<file path="src/rtl/uart_pkg.sv">
// rtl/uart_pkg.sv - shared types and constants for the UART transmit scheduler
package uart_pkg;

  localparam int BYTE_W       = 8;
  localparam int NREQ_DEFAULT = 4;
  localparam int OWNER_W      = 3;

  typedef enum logic [1:0] {
    IDLE,
    LOAD,
    WAIT_BUSY,
    WAIT_DONE
  } state_e;

endpackage

</file>
<file path="src/rtl/rr_arbiter.sv">
// rtl/rr_arbiter.sv - round-robin winner search with the last-owner pointer
module rr_arbiter
  import uart_pkg::*;
#(
  parameter int NREQ = NREQ_DEFAULT
) (
  input  logic               clk,
  input  logic               reset,
  input  logic [NREQ-1:0]    req,
  input  logic               upd_en,
  input  logic [OWNER_W-1:0] upd_owner,
  output logic               grant_valid,
  output logic [OWNER_W-1:0] grant_idx
);

  localparam int IW = (NREQ > 1) ? $clog2(NREQ) : 1;

  logic [OWNER_W-1:0] last_owner_q, last_owner_d;
  logic [IW-1:0]      idx;

  // Walk from farthest to nearest so the nearest requester after the pointer wins.
  always_comb begin
    grant_valid = 1'b0;
    grant_idx   = '0;
    idx         = '0;
    for (int k = NREQ; k >= 1; k--) begin
      idx = IW'((int'(last_owner_q) + k) % NREQ);
      if (req[idx]) begin
        grant_valid = 1'b1;
        grant_idx   = OWNER_W'(idx);
      end
    end
  end

  always_comb begin
    last_owner_d = last_owner_q;
    if (upd_en) begin
      last_owner_d = upd_owner;
    end
  end

  always_ff @(posedge clk or negedge reset) begin
    if (!reset) begin
      last_owner_q <= OWNER_W'(NREQ - 1);
    end else begin
      last_owner_q <= last_owner_d;
    end
  end

endmodule

</file>
<file path="src/rtl/uart_tx_sched.sv">
// rtl/uart_tx_sched.sv - shares one UART transmitter among NREQ requesters
// Optional watchdog enabled by macro UART_TX_SCHED_TIMEOUT_EN.
module uart_tx_sched
  import uart_pkg::*;
#(
  parameter int NREQ           = NREQ_DEFAULT,
  parameter int TIMEOUT_CYCLES = 65535
) (
  input  logic                   clk,
  input  logic                   reset,
  input  logic [NREQ-1:0]        req,
  input  logic [BYTE_W*NREQ-1:0] req_data,
  input  logic                   tx_ready,
  input  logic                   err_clr,
  output logic [NREQ-1:0]        ack,
  output logic                   tx_load,
  output logic [BYTE_W-1:0]      tx_data,
  output logic [2:0]             owner,
  output logic                   busy,
  output logic                   timeout_err
);

  state_e             state_q, state_d;
  logic [NREQ-1:0]    ack_q, ack_d;
  logic               tx_load_q, tx_load_d;
  logic [BYTE_W-1:0]  tx_data_q, tx_data_d;
  logic [OWNER_W-1:0] owner_q, owner_d;
  logic               grant_valid;
  logic [OWNER_W-1:0] grant_idx;
  logic               upd_en;
  logic               timeout_hit;
  logic               timeout_fire;

  rr_arbiter #(.NREQ(NREQ)) u_arb (
    .clk         (clk),
    .reset       (reset),
    .req         (req),
    .upd_en      (upd_en),
    .upd_owner   (owner_q),
    .grant_valid (grant_valid),
    .grant_idx   (grant_idx)
  );

  always_comb begin
    state_d      = state_q;
    ack_d        = '0;
    tx_load_d    = 1'b0;
    tx_data_d    = tx_data_q;
    owner_d      = owner_q;
    upd_en       = 1'b0;
    timeout_fire = 1'b0;
    case (state_q)
      IDLE: begin
        if (tx_ready && grant_valid) begin
          state_d   = LOAD;
          ack_d     = NREQ'(1) << grant_idx;
          tx_load_d = 1'b1;
          tx_data_d = req_data[BYTE_W*grant_idx +: BYTE_W];
          owner_d   = grant_idx;
        end
      end
      LOAD: state_d = WAIT_BUSY;
      // A real handshake edge takes priority over a watchdog expiry in the same cycle.
      WAIT_BUSY: begin
        if (!tx_ready) begin
          state_d = WAIT_DONE;
        end else if (timeout_hit) begin
          state_d      = IDLE;
          upd_en       = 1'b1;
          timeout_fire = 1'b1;
        end
      end
      WAIT_DONE: begin
        if (tx_ready) begin
          state_d = IDLE;
          upd_en  = 1'b1;
        end else if (timeout_hit) begin
          state_d      = IDLE;
          upd_en       = 1'b1;
          timeout_fire = 1'b1;
        end
      end
      default: state_d = IDLE;
    endcase
  end

  always_ff @(posedge clk or negedge reset) begin
    if (!reset) begin
      state_q   <= IDLE;
      ack_q     <= '0;
      tx_load_q <= 1'b0;
      tx_data_q <= '0;
      owner_q   <= '0;
    end else begin
      state_q   <= state_d;
      ack_q     <= ack_d;
      tx_load_q <= tx_load_d;
      tx_data_q <= tx_data_d;
      owner_q   <= owner_d;
    end
  end

`ifdef UART_TX_SCHED_TIMEOUT_EN
  localparam int CNT_W = $clog2(TIMEOUT_CYCLES + 1);

  logic [CNT_W-1:0] cnt_q, cnt_d;
  logic             err_q, err_d;
  logic             waiting;

  assign waiting     = (state_q == WAIT_BUSY) || (state_q == WAIT_DONE);
  assign timeout_hit = waiting && (cnt_q == CNT_W'(TIMEOUT_CYCLES - 1));

  // Counter restarts whenever a wait state is (re-)entered.
  always_comb begin
    cnt_d = '0;
    if (waiting && (state_d == state_q)) begin
      cnt_d = cnt_q + CNT_W'(1);
    end
    err_d = err_q;
    if (err_clr) begin
      err_d = 1'b0;
    end
    if (timeout_fire) begin
      err_d = 1'b1;
    end
  end

  always_ff @(posedge clk or negedge reset) begin
    if (!reset) begin
      cnt_q <= '0;
      err_q <= 1'b0;
    end else begin
      cnt_q <= cnt_d;
      err_q <= err_d;
    end
  end

  assign timeout_err = err_q;
`else
  logic unused_cfg;

  assign timeout_hit = 1'b0;
  assign unused_cfg  = err_clr | timeout_fire | (TIMEOUT_CYCLES == 0);
  assign timeout_err = 1'b0;
`endif

  assign ack     = ack_q;
  assign tx_load = tx_load_q;
  assign tx_data = tx_data_q;
  assign owner   = owner_q;
  assign busy    = (state_q != IDLE);

endmodule

</file>
<file path="config.mk">
export PLATFORM = sky130hd
export DESIGN_NAME = uart_tx_sched
export DESIGN_NICKNAME = d
export VERILOG_FILES = /design/src/rtl/uart_pkg.sv /design/src/rtl/rr_arbiter.sv /design/src/rtl/uart_tx_sched.sv
export SDC_FILE = /design/constraint.sdc
export NUM_CORES = 1
export LEC_CHECK = 0
export ABC_AREA = 1
export CAP_MARGIN = 40
export CORE_MARGIN = 2
export CORE_UTILIZATION = 30
export CTS_CLUSTER_DIAMETER = 40
export DETAILED_ROUTE_END_ITERATION = 10
export GPL_TIMING_DRIVEN = 0
export MAX_ROUTING_LAYER = met4
export PLACE_DENSITY = 0.57
export SLEW_MARGIN = 20
export SYNTH_ARGS = -nofsm -noshare
export SYNTH_HDL_FRONTEND = slang
export SYNTH_SLANG_ARGS = --single-unit
</file>
<file path="constraint.sdc">
create_clock -name clk -period 3.25 [get_ports clk]
set_input_delay 0.65 -clock clk [delete_from_list [all_inputs] [get_ports clk]]
set_output_delay 0.65 -clock clk [all_outputs]
set_load 0.02 [all_outputs]
</file>
==> flow_metrics.env, run 1 <==
export IMPL_finalSetupTns_ns=0
export IMPL_fin_util_pct=46.1
export IMPL_track_usage_pct=13.3
export IMPL_dieHeight_um=75.1
export IMPL_htree_levels=1
export IMPL_dieArea_um2=5640
export IMPL_setup_viol=0
export IMPL_antenna_cells=0
export IMPL_yosysWarnings=0
export IMPL_critPathTopFamily="buffers and inverters"
export IMPL_cts_hold_buf=0
export IMPL_netlist_area_um2=1520
export IMPL_hold_class="flip-flop to flip-flop"
export IMPL_via_per_inst=4.14
export IMPL_synth_avg_cell_area_um2=6.92
export IMPL_timing_critical_path_buf_inv=3
export IMPL_cts_buffers=3
export IMPL_leakage_nw=1.16
export IMPL_vdd_ir_drop_max_mv=0.425
export IMPL_drt_iter0_markers=50
export IMPL_ant_nets=0
export IMPL_wl_per_cell_um=10.2
export IMPL_dp_cells=342
export IMPL_drc=0
export IMPL_synth_top_area_share_pct=28.1
export IMPL_final_cells=346
export IMPL_cp_common_cell="inv_1"
export IMPL_outcome="finished clean"
export IMPL_clkTransAtPathRegs_ns=0.07
export IMPL_start_kind="flip-flop"
export IMPL_cts_tree="built"
export IMPL_grt_max_degree=17
export IMPL_end_kind="output pin"
export IMPL_ys_top_cells_by_area="dfrtp_1, nand2_1, nand3_1, inv_1, nand2_2"
export IMPL_drt_wl_total_mm=3.53
export IMPL_synth_cell_types=27
export IMPL_ys_ff_latch=19
export IMPL_crit_required_ns=2.60
export IMPL_clockBufferDepth=2
export IMPL_p_total_mw=2.07
export IMPL_portBuffers=54
export IMPL_hpwl_mm=2.80
export IMPL_dp_slack_ns=0.809
export IMPL_hold_viol_final=0
export IMPL_die_w_um=75.1
export IMPL_gp_congestion=0.772
export IMPL_drv_cap=0
export IMPL_clock_root_buffer="clkbuf_8"
export IMPL_areaGrowthSynthToFinish_pct=45.5
export IMPL_fmax_mhz=448
export IMPL_grt_pass1_vias=1268
export IMPL_slew_viol_final=0
export IMPL_cp_max_fo=3
export IMPL_drt_pass1_iterations=5
export IMPL_start_util_pct=31.7
export IMPL_insertion_delay_ns=0.26
export IMPL_seq_area_frac_synth_pct=31.5
export IMPL_layout_setup_ws_ns=1.02
export IMPL_nets=323
export IMPL_antenna_found_initial=0
export IMPL_finalCriticalPeriod_ns=2.23
export IMPL_arrival_ns=1.58
export IMPL_overflow=0
export IMPL_cellPowerDensity_nw_per_um2=940
export IMPL_postCtsSetupRepairBufs=0
export IMPL_fp_coreArea_um2=4790
export IMPL_grt_pass1_wl_mm=5.65
export IMPL_crit_chain="inv_1 > ha_1 > inv_1 > clkdlybuf4s50_1"
export IMPL_slowest_stage="clkdlybuf4s50_1"
export IMPL_period_share_pct=68.7
export IMPL_fin_skew_ns=0.00497
export IMPL_post_route_cells_drive_above_1_share_pct=16.8
export IMPL_cpPeakStageDelay_ns=0.60
export IMPL_dr_total_vias=1431
export IMPL_pin_count=58
export IMPL_rows=25
export IMPL_yosysTopAreaCell="dfrtp_1"
export IMPL_crit_type="flip-flop to output pin"
export IMPL_r2r_setup_slack_ns=1.32
export IMPL_rsz0062_at_grt="no"
export IMPL_cts_sinks=19
export IMPL_synth_cells=219
export IMPL_cts_resized=0
==> power by group <==
| part | internal, mW | leakage [nW] | switching [mW] | total [mW] |
|---|---|---|---|---|
| Clock | 0.0853 | 0.0255 | 0.0810 | 0.166 |
| Combinational | 0.612 | 0.902 | 0.902 | 1.51 |
| Sequential | 0.340 | 0.238 | 0.0547 | 0.394 |
==> cell usage after synthesis <==
| library cell | count |
|---|---|
| nand2_1 | 63 |
| inv_1 | 43 |
| nand3_1 | 35 |
| nand2_2 | 19 |
| dfrtp_1 | 17 |
| nor2_1 | 6 |
| o21ai_0 | 4 |
| buf_4 | 3 |
| buf_6 | 3 |
| ha_1 | 3 |
| nand2_4 | 3 |
| a21oi_1 | 2 |
| dfstp_2 | 2 |
| nand2_8 | 2 |
| o21ai_2 | 2 |
| a21oi_2 | 1 |
| buf_12 | 1 |
| buf_2 | 1 |
| conb_1 | 1 |
| inv_2 | 1 |
| inv_4 | 1 |
| inv_8 | 1 |
| mux2i_1 | 1 |
| nand3_2 | 1 |
| nand3_4 | 1 |
| nor3_1 | 1 |
| o31ai_1 | 1 |
==> per-layer routing <==
layer | up-vias | GRT usage (%) | share of wire, %
met3 | 5 | 0.803 | 4.2
met5 | - | - | 0
li1 | 779 | - | -
met1 | 608 | 18.4 | 48
met2 | 39 | 20.6 | 46
met4 | 0 | 4.76 | 1.5
==> layout make-up <==
type / count / area, um2
Sequential cell: 19 / 478
Buffer: 8 / 81.3
Tap cell: 67 / 83.8
Inverter: 46 / 183
Timing Repair Buffer: 55 / 556
Clock inverter: 1 / 5.00
Fill cell: 499 / 2580
Multi-Input combinational cell: 147 / 778
Clock buffer: 3 / 41.3
==> worst min-delay path, delay by kind of cell (launching register included) <==
family / cells / cell delay (ns)
flip-flops: 1 / 0.35
AND/OR/NAND/NOR: 2 / 0.10
==> layout by cell type (no fill, tap or decap), types with 4 or more instances in the layout <==
cell type         n
nand2_1          63
o21ai_0           4
inv_1            43
dfrtp_1          17
clkdlybuf4s50_1  54
nand3_1          35
nor2_1            6
nand2_2          19
==> logic make-up after synthesis <==
logic type      share of synthesized area (%)
flops                                    31.5
other cells                             0.247
fa+ha+maj                                2.48
compound gates                           4.21
simple gates                             43.5
buf+inv                                  17.4
mux                                     0.660
==> sequential cells by signal (all words and copies together) (netlist names) <==
register,cells
ack,4
owner,2
state_q,2
tx_data,8
tx_load,1
u_arb.last_owner_q,2
==> through the flow <==
stage | instance area, um2 | hold WS, ns
after floorplan | 1520 | 0.354
after global placement | 2140 | 0.463
after detailed placement | 2160 | 0.465
after CTS | 2210 | 0.485
after global routing | 2210 | 0.491
final | 2210 | 0.479
==> final timing paths <==
check | startpoint | endpoint | cells past startpoint
min reg2reg | tx_data[5] | tx_data[5] | 2
min | tx_data[5] | tx_data[5] | 2
max in group asynchronous | reset | u_arb.last_owner_q[1] | 2
max reg2reg | u_arb.last_owner_q[0] | tx_data[7] | 13
max | state_q[0] | busy | 4
min in group asynchronous | reset | tx_load | 1
No activity file was read; power rests on OpenSTA's default activity.
==> inputs of run 2 (changes only) <==
--- a/config.mk
+++ b/config.mk
@@ -13,7 +13,7 @@
 export DETAILED_ROUTE_END_ITERATION = 10
 export GPL_TIMING_DRIVEN = 0
 export MAX_ROUTING_LAYER = met4
-export PLACE_DENSITY = 0.57
+export PLACE_DENSITY = 0.6
 export SLEW_MARGIN = 20
 export SYNTH_ARGS = -nofsm -noshare
 export SYNTH_HDL_FRONTEND = slang
==> constraint.sdc (replaced) <==
create_clock -name clk -period 2 [get_ports clk]
set_input_delay 0.4 -clock clk [delete_from_list [all_inputs] [get_ports clk]]
set_output_delay 0.4 -clock clk [all_outputs]
set_load 0.02 [all_outputs]
==> run 2 against run 1 <==
Design area increased by 17%. Die area unchanged. Clock power rose by 58%. Via count grew 9.6%. Setup slack worse by 1.0 ns. Sequential share of layout area down 3.1 points. Routed wire length is 18% higher. Total power up 110%. Largest cell class unchanged. Clock-buffer cell count increased by 1. Largest power group unchanged. Critical path depth grew 11. Combinational power grew 130%. Worst hold slack worse by 0.013 ns.
==> flow_metrics.env, run 2 (synthesis results as in run 1) <==
export IMPL_end_kind="flip-flop"
export IMPL_p_total_mw=4.43
export IMPL_cp_common_cell="nand2_1"
export IMPL_hold_class="input port to asynchronous set/reset pin"
export IMPL_clock_root_buffer="clkbuf_8"
export IMPL_cp_max_fo=7
export IMPL_htree_levels=1
export IMPL_postLayoutCellArea_um2=2580
export IMPL_final_cell_mix="nand2_1, clkdlybuf4s50_1, inv_1"
export IMPL_crit_required_ns=2.14
export IMPL_setup_viol=0
export IMPL_slowest_stage="dfstp_2"
export IMPL_clockBufferDepth=2
export IMPL_worstSetupStartpoint="u_arb.last_owner_q[0]"
export IMPL_r2r_setup_slack_ns=0.02
export IMPL_fin_util_pct=53.9
export IMPL_slew_viol_final=0
export IMPL_drt_pass1_iterations=4
export IMPL_cellPowerDensity_nw_per_um2=1720
export IMPL_final_cells=363
export IMPL_rows=25
export IMPL_hpwl_mm=2.82
export IMPL_drt_iter0_markers=68
export IMPL_drc=0
export IMPL_cpPeakStageDelay_ns=0.58
export IMPL_grt_pass1_wl_mm=5.92
export IMPL_hold_viol_final=0
export IMPL_areaGrowthSynthToFinish_pct=70.0
export IMPL_antenna_found_initial=0
export IMPL_cts_hold_buf=0
export IMPL_pin_count=58
export IMPL_arrival_ns=2.13
export IMPL_dieArea_um2=5640
export IMPL_die_w_um=75.1
export IMPL_regToRegStartpoint="u_arb.last_owner_q[0]"
export IMPL_portBuffers=54
export IMPL_cts_sinks=19
export IMPL_track_usage_pct=13.9
export IMPL_dieHeight_um=75.1
export IMPL_insertion_delay_ns=0.25
export IMPL_crit_type="flip-flop to flip-flop"
export IMPL_whs_ns=0.467
export IMPL_cts_tree="built"
export IMPL_mostFrequentLayoutCell="nand2_1"
export IMPL_start_kind="flip-flop"
export IMPL_cts_buffers=3
export IMPL_via_per_inst=4.32
export IMPL_rsz0062_at_grt="yes"
export IMPL_wl_per_cell_um=11.5
export IMPL_largest_reg_flops=8
export IMPL_timing_critical_path_buf_inv=4
export IMPL_period_share_pct=99.1
export IMPL_drt_wl_total_mm=4.18
export IMPL_antenna_cells=0
export IMPL_nets=340
export IMPL_ff2ff_path_depth=15
export IMPL_grt_pass1_vias=1356
export IMPL_crit_chain="buf_8 > inv_8 > nand2_2 > nand2_4 > nand2_2 > nand2_4 > inv_6 > nand3_4 > nand2_8 > buf_12 > nand2_1 > nand3_2 > nand2_1 > nand2_1 > nand2_1"
export IMPL_finalCriticalPeriod_ns=1.98
export IMPL_fmax_mhz=504
export IMPL_grt_max_degree=11
export IMPL_outcome="finished clean"
export IMPL_post_route_cells_drive_above_1_share_pct=26.0
export IMPL_overflow=0
export IMPL_vdd_ir_drop_max_mv=1.01
export IMPL_clkTransAtPathRegs_ns=0.07
export IMPL_gp_congestion=0.742
export IMPL_dr_total_vias=1569
export IMPL_fin_skew_ns=0.00271
export IMPL_drv_cap=0
export IMPL_leakage_nw=1.33
export IMPL_place_area_um2=2160
export IMPL_r2r_end="tx_data[1]"
export IMPL_ant_nets=0
export IMPL_dp_cells=342
export IMPL_fp_coreArea_um2=4790
export IMPL_start_util_pct=31.7
export IMPL_critPathTopFamily="simple AND/OR/NAND/NOR gates"
[run 2: changes by cell type in the layout (fill, tap and decap cells not counted), sizes merged]
cell / change
dlygate4sd2: +1
clkbuf: +5
nand3: +1
buf: +12
clkdlybuf4s50: -1
clkinv: -1
[run 2: area by class of cell]
type / count / area [um2]
repair buffers: 71 / 766
clock buffers: 4 / 45.0
inverters: 46 / 185
multi-input cells: 148 / 918
fillers: 454 / 2210
flip-flops and latches: 19 / 478
well taps: 67 / 83.8
plain buffers: 8 / 103
[run 2: layer usage]
layer,routed length (um),GRT usage (%),vias to the layer above,part of all wire (%)
met5,0,-,-,0
met4,44,3.57,0,1.1
met3,232,1.61,4,5.6
met2,2000,22.3,53,48
met1,1900,18.6,694,46
li1,-,-,818,-
[run 2: worst max-delay path by stage]
| stage | endpoint | cells after the start |
|---|---|---|
| after floorplan | tx_data[0] | 15 |
| after global placement | tx_data[1] | 14 |
| after detailed placement | tx_data[1] | 14 |
| after CTS | tx_data[1] | 14 |
| after global routing | tx_data[1] | 16 |
| final | tx_data[1] | 15 |
[run 2: where the power goes]
group | internal [mW] | total [mW] | switching [mW]
Sequential | 0.553 | 0.662 | 0.109
Clock | 0.141 | 0.263 | 0.121
Combinational | 1.68 | 3.50 | 1.82
Total | 2.37 | 4.43 | 2.05
[run 2: repair_timing]
action | 4_1_cts | 5_1_grt
resized for setup | 1 | 38
setup endpoints to repair | 1 | 12
pin swaps | 0 | 9
cloned | 0 | 5
hold endpoints to repair | 0 | 0
setup buffers | 0 | 12
[run 2: through the flow]
stage / setup WS [ns] / TNS (ns)
global route: -0.0926 / -0.447
global placement: -0.183 / -1.55
CTS: 0.0387 / 0
detailed placement: -0.193 / -1.71
floorplan: 0.247 / 0
finish: 0.0175 / 0
[run 2: worst register-to-register path: stages (launching register included)]
cell	delay, ns
dfstp_2	0.58
buf_8	0.14
inv_8	0.07
nand2_2	0.08
nand2_4	0.06
nand2_2	0.10
nand2_4	0.08
inv_6	0.08
nand3_4	0.15
nand2_8	0.14
buf_12	0.11
nand2_1	0.06
nand3_2	0.09
nand2_1	0.06
nand2_1	0.05
nand2_1	0.04
